--- config.mk ---
export PLATFORM = sky130hd
export DESIGN_NAME = offchip_mem_port
export DESIGN_NICKNAME = d
export VERILOG_FILES = /design/src/rtl/offchip_mem_pkg.sv /design/src/rtl/offchip_mem_port.sv
export SDC_FILE = /design/constraint.sdc
export NUM_CORES = 1
export LEC_CHECK = 0
export CAP_MARGIN = 20
export CELL_PAD_IN_SITES_DETAIL_PLACEMENT = 0
export CELL_PAD_IN_SITES_GLOBAL_PLACEMENT = 2
export CORE_MARGIN = 4
export CORE_UTILIZATION = 21
export CTS_BUF_LIST = sky130_fd_sc_hd__clkbuf_16
export CTS_CLUSTER_SIZE = 40
export DETAILED_ROUTE_END_ITERATION = 6
export MAX_ROUTING_LAYER = met4
export PLACE_DENSITY = 0.84
export SYNTH_ARGS = -nofsm -noshare
export SYNTH_HDL_FRONTEND = slang
export SYNTH_SLANG_ARGS = --single-unit
--- constraint.sdc ---
create_clock -name clock -period 6.8 [get_ports clock]
set_clock_uncertainty 0.2 [all_clocks]
set_input_delay 1.36 -clock clock [delete_from_list [all_inputs] [get_ports clock]]
set_output_delay 1.36 -clock clock [all_outputs]
set_load 0.01 [all_outputs]
--- src/rtl/offchip_mem_pkg.sv ---
// Shared types and helpers for the off-chip memory model.
package offchip_mem_pkg;

  // Widest channel data path the mask helper can describe.
  localparam int unsigned MAX_DATA_W = 64;

  // What a channel is asking for in the current cycle.
  typedef enum logic [1:0] {
    REQ_IDLE,
    REQ_READ,
    REQ_WRITE,
    REQ_BOTH
  } req_e;

  // Ceiling log2, usable in parameter expressions.
  function automatic int unsigned clog2(input int unsigned value);
    int unsigned res;
    res = 0;
    while ((64'd1 << res) < 64'(value)) res++;
    return res;
  endfunction

  // Low 'size' bits set, clipped to the channel data width.
  function automatic logic [MAX_DATA_W-1:0] size_to_mask(input int unsigned size,
                                                          input int unsigned data_w);
    logic [MAX_DATA_W-1:0] lim;
    logic [MAX_DATA_W-1:0] m;
    lim = (data_w >= MAX_DATA_W) ? '1 : ((64'd1 << data_w) - 64'd1);
    m   = (size   >= MAX_DATA_W) ? '1 : ((64'd1 << size)   - 64'd1);
    return m & lim;
  endfunction

endpackage

--- src/rtl/offchip_mem_port.sv ---
// One channel: window hit decode, latency counter and completion pulse.
module offchip_mem_port
  import offchip_mem_pkg::*;
#(
  parameter int ADDR_W  = 7,
  parameter int MEMSIZE = 32,
  parameter int RD_LAT  = 2,
  parameter int WR_LAT  = 1
) (
  input  logic              clock,
  input  logic              reset,
  input  logic [ADDR_W-1:0] base_addr_i,
  input  logic [ADDR_W-1:0] addr_i,
  input  logic              oe_i,
  input  logic              we_i,
  output req_e              req_o,
  output logic [ADDR_W-1:0] offset_o,
  output logic              done_o
);

  localparam int MAX_LAT = (RD_LAT > WR_LAT) ? RD_LAT : WR_LAT;
  localparam int CNT_W   = clog2(MAX_LAT + 1);

  logic [CNT_W-1:0] count_q, count_d, last_cnt;
  logic             hit, active;

  // Decode the request, then advance the counter while a hit is held.
  always_comb begin
    // NOTE: every signal gets a default first so no path through the block infers a latch.
    req_o    = REQ_IDLE;
    offset_o = addr_i - base_addr_i;
    hit      = 1'b0;
    active   = 1'b0;
    last_cnt = '0;
    done_o   = 1'b0;
    count_d  = '0;

    case ({oe_i, we_i})
      2'b10:   req_o = REQ_READ;
      2'b01:   req_o = REQ_WRITE;
      2'b11:   req_o = REQ_BOTH;
      default: req_o = REQ_IDLE;
    endcase

    hit      = (addr_i >= base_addr_i) && (32'(offset_o) < 32'(MEMSIZE));
    // oe and we together is a protocol error; the channel stays idle.
    active   = hit && (req_o == REQ_READ || req_o == REQ_WRITE);
    last_cnt = (req_o == REQ_READ) ? CNT_W'(RD_LAT - 1) : CNT_W'(WR_LAT - 1);
    // Reset suppresses completion so an in-flight access is simply dropped.
    done_o   = active && !reset && (count_q == last_cnt);
    if (active && !done_o) count_d = count_q + 1'b1;
  end

  // Latency counter register; a dropped request or completion returns it to 0.
  always_ff @(posedge clock) begin
    // NOTE: sequential state uses non-blocking assignments so all registers update together.
    if (reset) count_q <= '0;
    else       count_q <= count_d;
  end

endmodule

==> metrics.md <==
| Metric | Value |
|---|---|
| Drt wl/cell | `9.93 microns` |
| Number of flops mapped to enable cells by yosys | `0` |
| Clock latency on the worst-skew pair | `0.22 ns` |
| CTS tree | `done` |
| CTS clk-pin slew, worst paths | `0.03 ns` |
| Global-route usage over all layers | `7.51%` |
| Core Util, Final | `39.3%` |
| Leakage | `0.000395 uW` |
| CP required | `5.24 ns` |
| YS warnings | `0` |
| TritonCTS Sinks | `2` |
| Fillers | `243` |
| DIE AREA | `3300 sq um` |
| DRT Pass-1 Iters | `4` |
| Largest Register | `count_q` |
| Initial DRC Count | `10` |
| Synth top cells by count | `inv_1, ha_1, nor2_1` |
| RSZ-0062 raised after global routing | `false` |
| Area Overhead vs Synth | `74.0%` |
| Final #Nets | `128` |
| Worst Hold Class | `reg -> reg` |
| Critical path's most frequent cell | `clkdlybuf4s50_1` |
| Crit-path slowest cell | `clkdlybuf4s50_1` |
| Final Wtd Congestion | `0.727` |
| Asr flop ratio synth | `0%` |
| Yosys cell types | `29` |
| Buf/Inv on CP | `3` |
| Initial antenna violation count | `0` |
| DRC | `0` |
| Share of cells above drive strength 1 | `8.33%` |
| Gates resized, CTS repair | `0` |
| Vias | `557` |
| HPWL after DPL | `1.05 mm` |
| Most common cell in the synthesized netlist | `inv_1` |
| Die height | `57.5 microns` |
| Vias per inst | `4.49` |
| Syn Inst Count | `66` |
| Worst Setup Start Kind | `primary input` |
| CP arrival | `3.75 ns` |
| Top_reg_cell synth | `dfxtp_1` |
| Port buffer count | `27` |
| H-tree depth | `1` |
| Global-route wire length before repair | `1.95 mm` |
| VDD IR max | `0.0940 mV` |
| IO Pins | `28` |
| Setup_tns | `0 ns` |
| Tmin final | `5.31 ns` |
| Worst slew pin tran | `0.379 ns` |
| Number of antenna diodes | `0` |
| Die width | `57.5 microns` |
| Status | `finished clean` |
| Top-area cell type share of the netlist area | `26.8%` |
| Global route overflow | `0` |
| Fin crit share | `78.1%` |
| Final Hold Viols | `0` |
| Reg area | `40.0 sq um` |
| Largest regs | `count_q: 2 flops` |
| CTS buffer count | `3` |
| Final slew viol count | `0` |
| Crit path kind | `in -> out` |
| Worst-path fanout max | `3` |
| Family with the most delay on the worst path | `buffers and inverters` |
| Vias in the first global route | `497` |
| CP peak stage delay | `0.58 ns` |
| MaxCap Viol Count | `0` |
| Mapped Area | `514 sq um` |
| Core area | `2280 sq um` |
| Final setup viols | `0` |
| Number of flip-flops in the largest register | `2` |
| Multi-input logic area | `422 sq um` |
| Syn Area/Cell | `7.79 sq um` |
| Fmax | `188 MHz` |
| Hold-fix buffer count after cts | `0` |
| Post-synthesis sequential area ratio | `7.79%` |
| Relative slew slack | `74.7%` |
| Synth area leaders | `ha_1, inv_1, dfxtp_1` |
| Syn_nets | `96` |
| Worst setup EP type | `primary output` |
| Cell taking the most area after synthesis | `ha_1` |
| Row count | `17` |
| Post-CTS Setup Bufs | `0` |
| Initial Utilization | `22.6%` |
| FF+latch count, synth | `2` |
| Routed Antenna Nets | `0` |
| Power Dens Cells | `185 nW/um^2` |
| DRT Wirelength | `1.23 mm` |
| CTS Root Cell | `clkbuf_16` |
| Worst-path cell chain | `clkdlybuf4s50_1 -> ha_1 -> inv_1 -> fa_1 -> a21oi_1 -> or4_1 -> nand4_1 -> nor4_1 -> clkdlybuf4s50_1` |
| Pin count of the biggest net entering global routing | `7` |
| CTS Buffer Depth | `2` |
## kinds of logic (layout without fill, tap and decap cells)
| logic type | count (synthesis) | in the layout | synth area share (%) |
|---|---|---|---|
| simple gates | 21 | 21 | 23.1 |
| buf+inv | 14 | 44 | 10.2 |
| compound gates | 13 | 13 | 21.2 |
| fa+ha+maj | 12 | 12 | 30.7 |
| xor+xnor | 3 | 3 | 5.11 |
| flops | 2 | 2 | 7.79 |
| mux | 1 | 1 | 1.95 |
## area by class of cell
cell class | count | area share, %
clock buffer | 3 | 8.39
inverter | 14 | 5.87
timing repair buffer | 27 | 30.2
multi-input combinational | 50 | 47.1
sequential | 2 | 4.48
tap | 28 | 3.92
## power by group
| group | leakage [uW] | switching (uW) | internal [uW] |
|---|---|---|---|
| clock | 0.0000370 | 12.8 | 74.8 |
| sequential | 0.0000161 | 0.0710 | 11.9 |
| combinational | 0.000342 | 28.5 | 37.7 |
## path summary, 6_finish.rpt
| kind | from | endpoint | slack (ns) | depth (start not counted) |
|---|---|---|---|---|
| worst max-delay path | base_addr_i[0] | done_o | 1.49 | 9 |
| worst min-delay path | count_q[0] | count_q[0] | 0.29 | 1 |
| worst max register to register | count_q[0] | count_q[1] | 5.85 | 2 |
| worst min register to register | count_q[0] | count_q[0] | 0.29 | 1 |
## worst reg2reg max path, stage by stage (launching register included)
cell and delay [ns]:
dfxtp_1 0.36, mux2i_1 0.20, nor3_1 0.06
## stage by stage
step / total power [uW] / worst slack, ns / hold WS (ns) / area (sq um) / std cells
3_3_place_gp: 78.9 / 1.51 / 0.290 / 820 / 121
6_report: 166 / 1.49 / 0.289 / 895 / 124
3_5_place_dp: 78.5 / 1.47 / 0.290 / 820 / 121
2_1_floorplan: 46.7 / 2.43 / 0.267 / 514 / 66
4_1_cts: 168 / 1.46 / 0.294 / 895 / 124
5_1_grt: 176 / 1.31 / 0.332 / 895 / 124
## layer usage
layer  GRT usage (%)  part of all wire [%]  wire (microns)  vias to the layer above
met5               -                     0               0                        -
met4            2.98                     0               0                        0
met3            2.26                    10             129                        0
met2            13.1                    46             567                       22
met1            7.82                    43             533                      244
li1                -                     -               -                      291
## layout by cell type (no fill, tap or decap), types with 2 or more instances in the layout
cell type and n:
a21oi_1 3, clkbuf_16 3, clkdlybuf4s50_1 27, dfxtp_1 2
ha_1 11, inv_1 14, nand2b_1 3, nor2_1 5
nor2b_1 3, nor4_1 2, o21ai_0 2, xor2_1 2
Note: power is estimated with default switching activity, not from simulation.
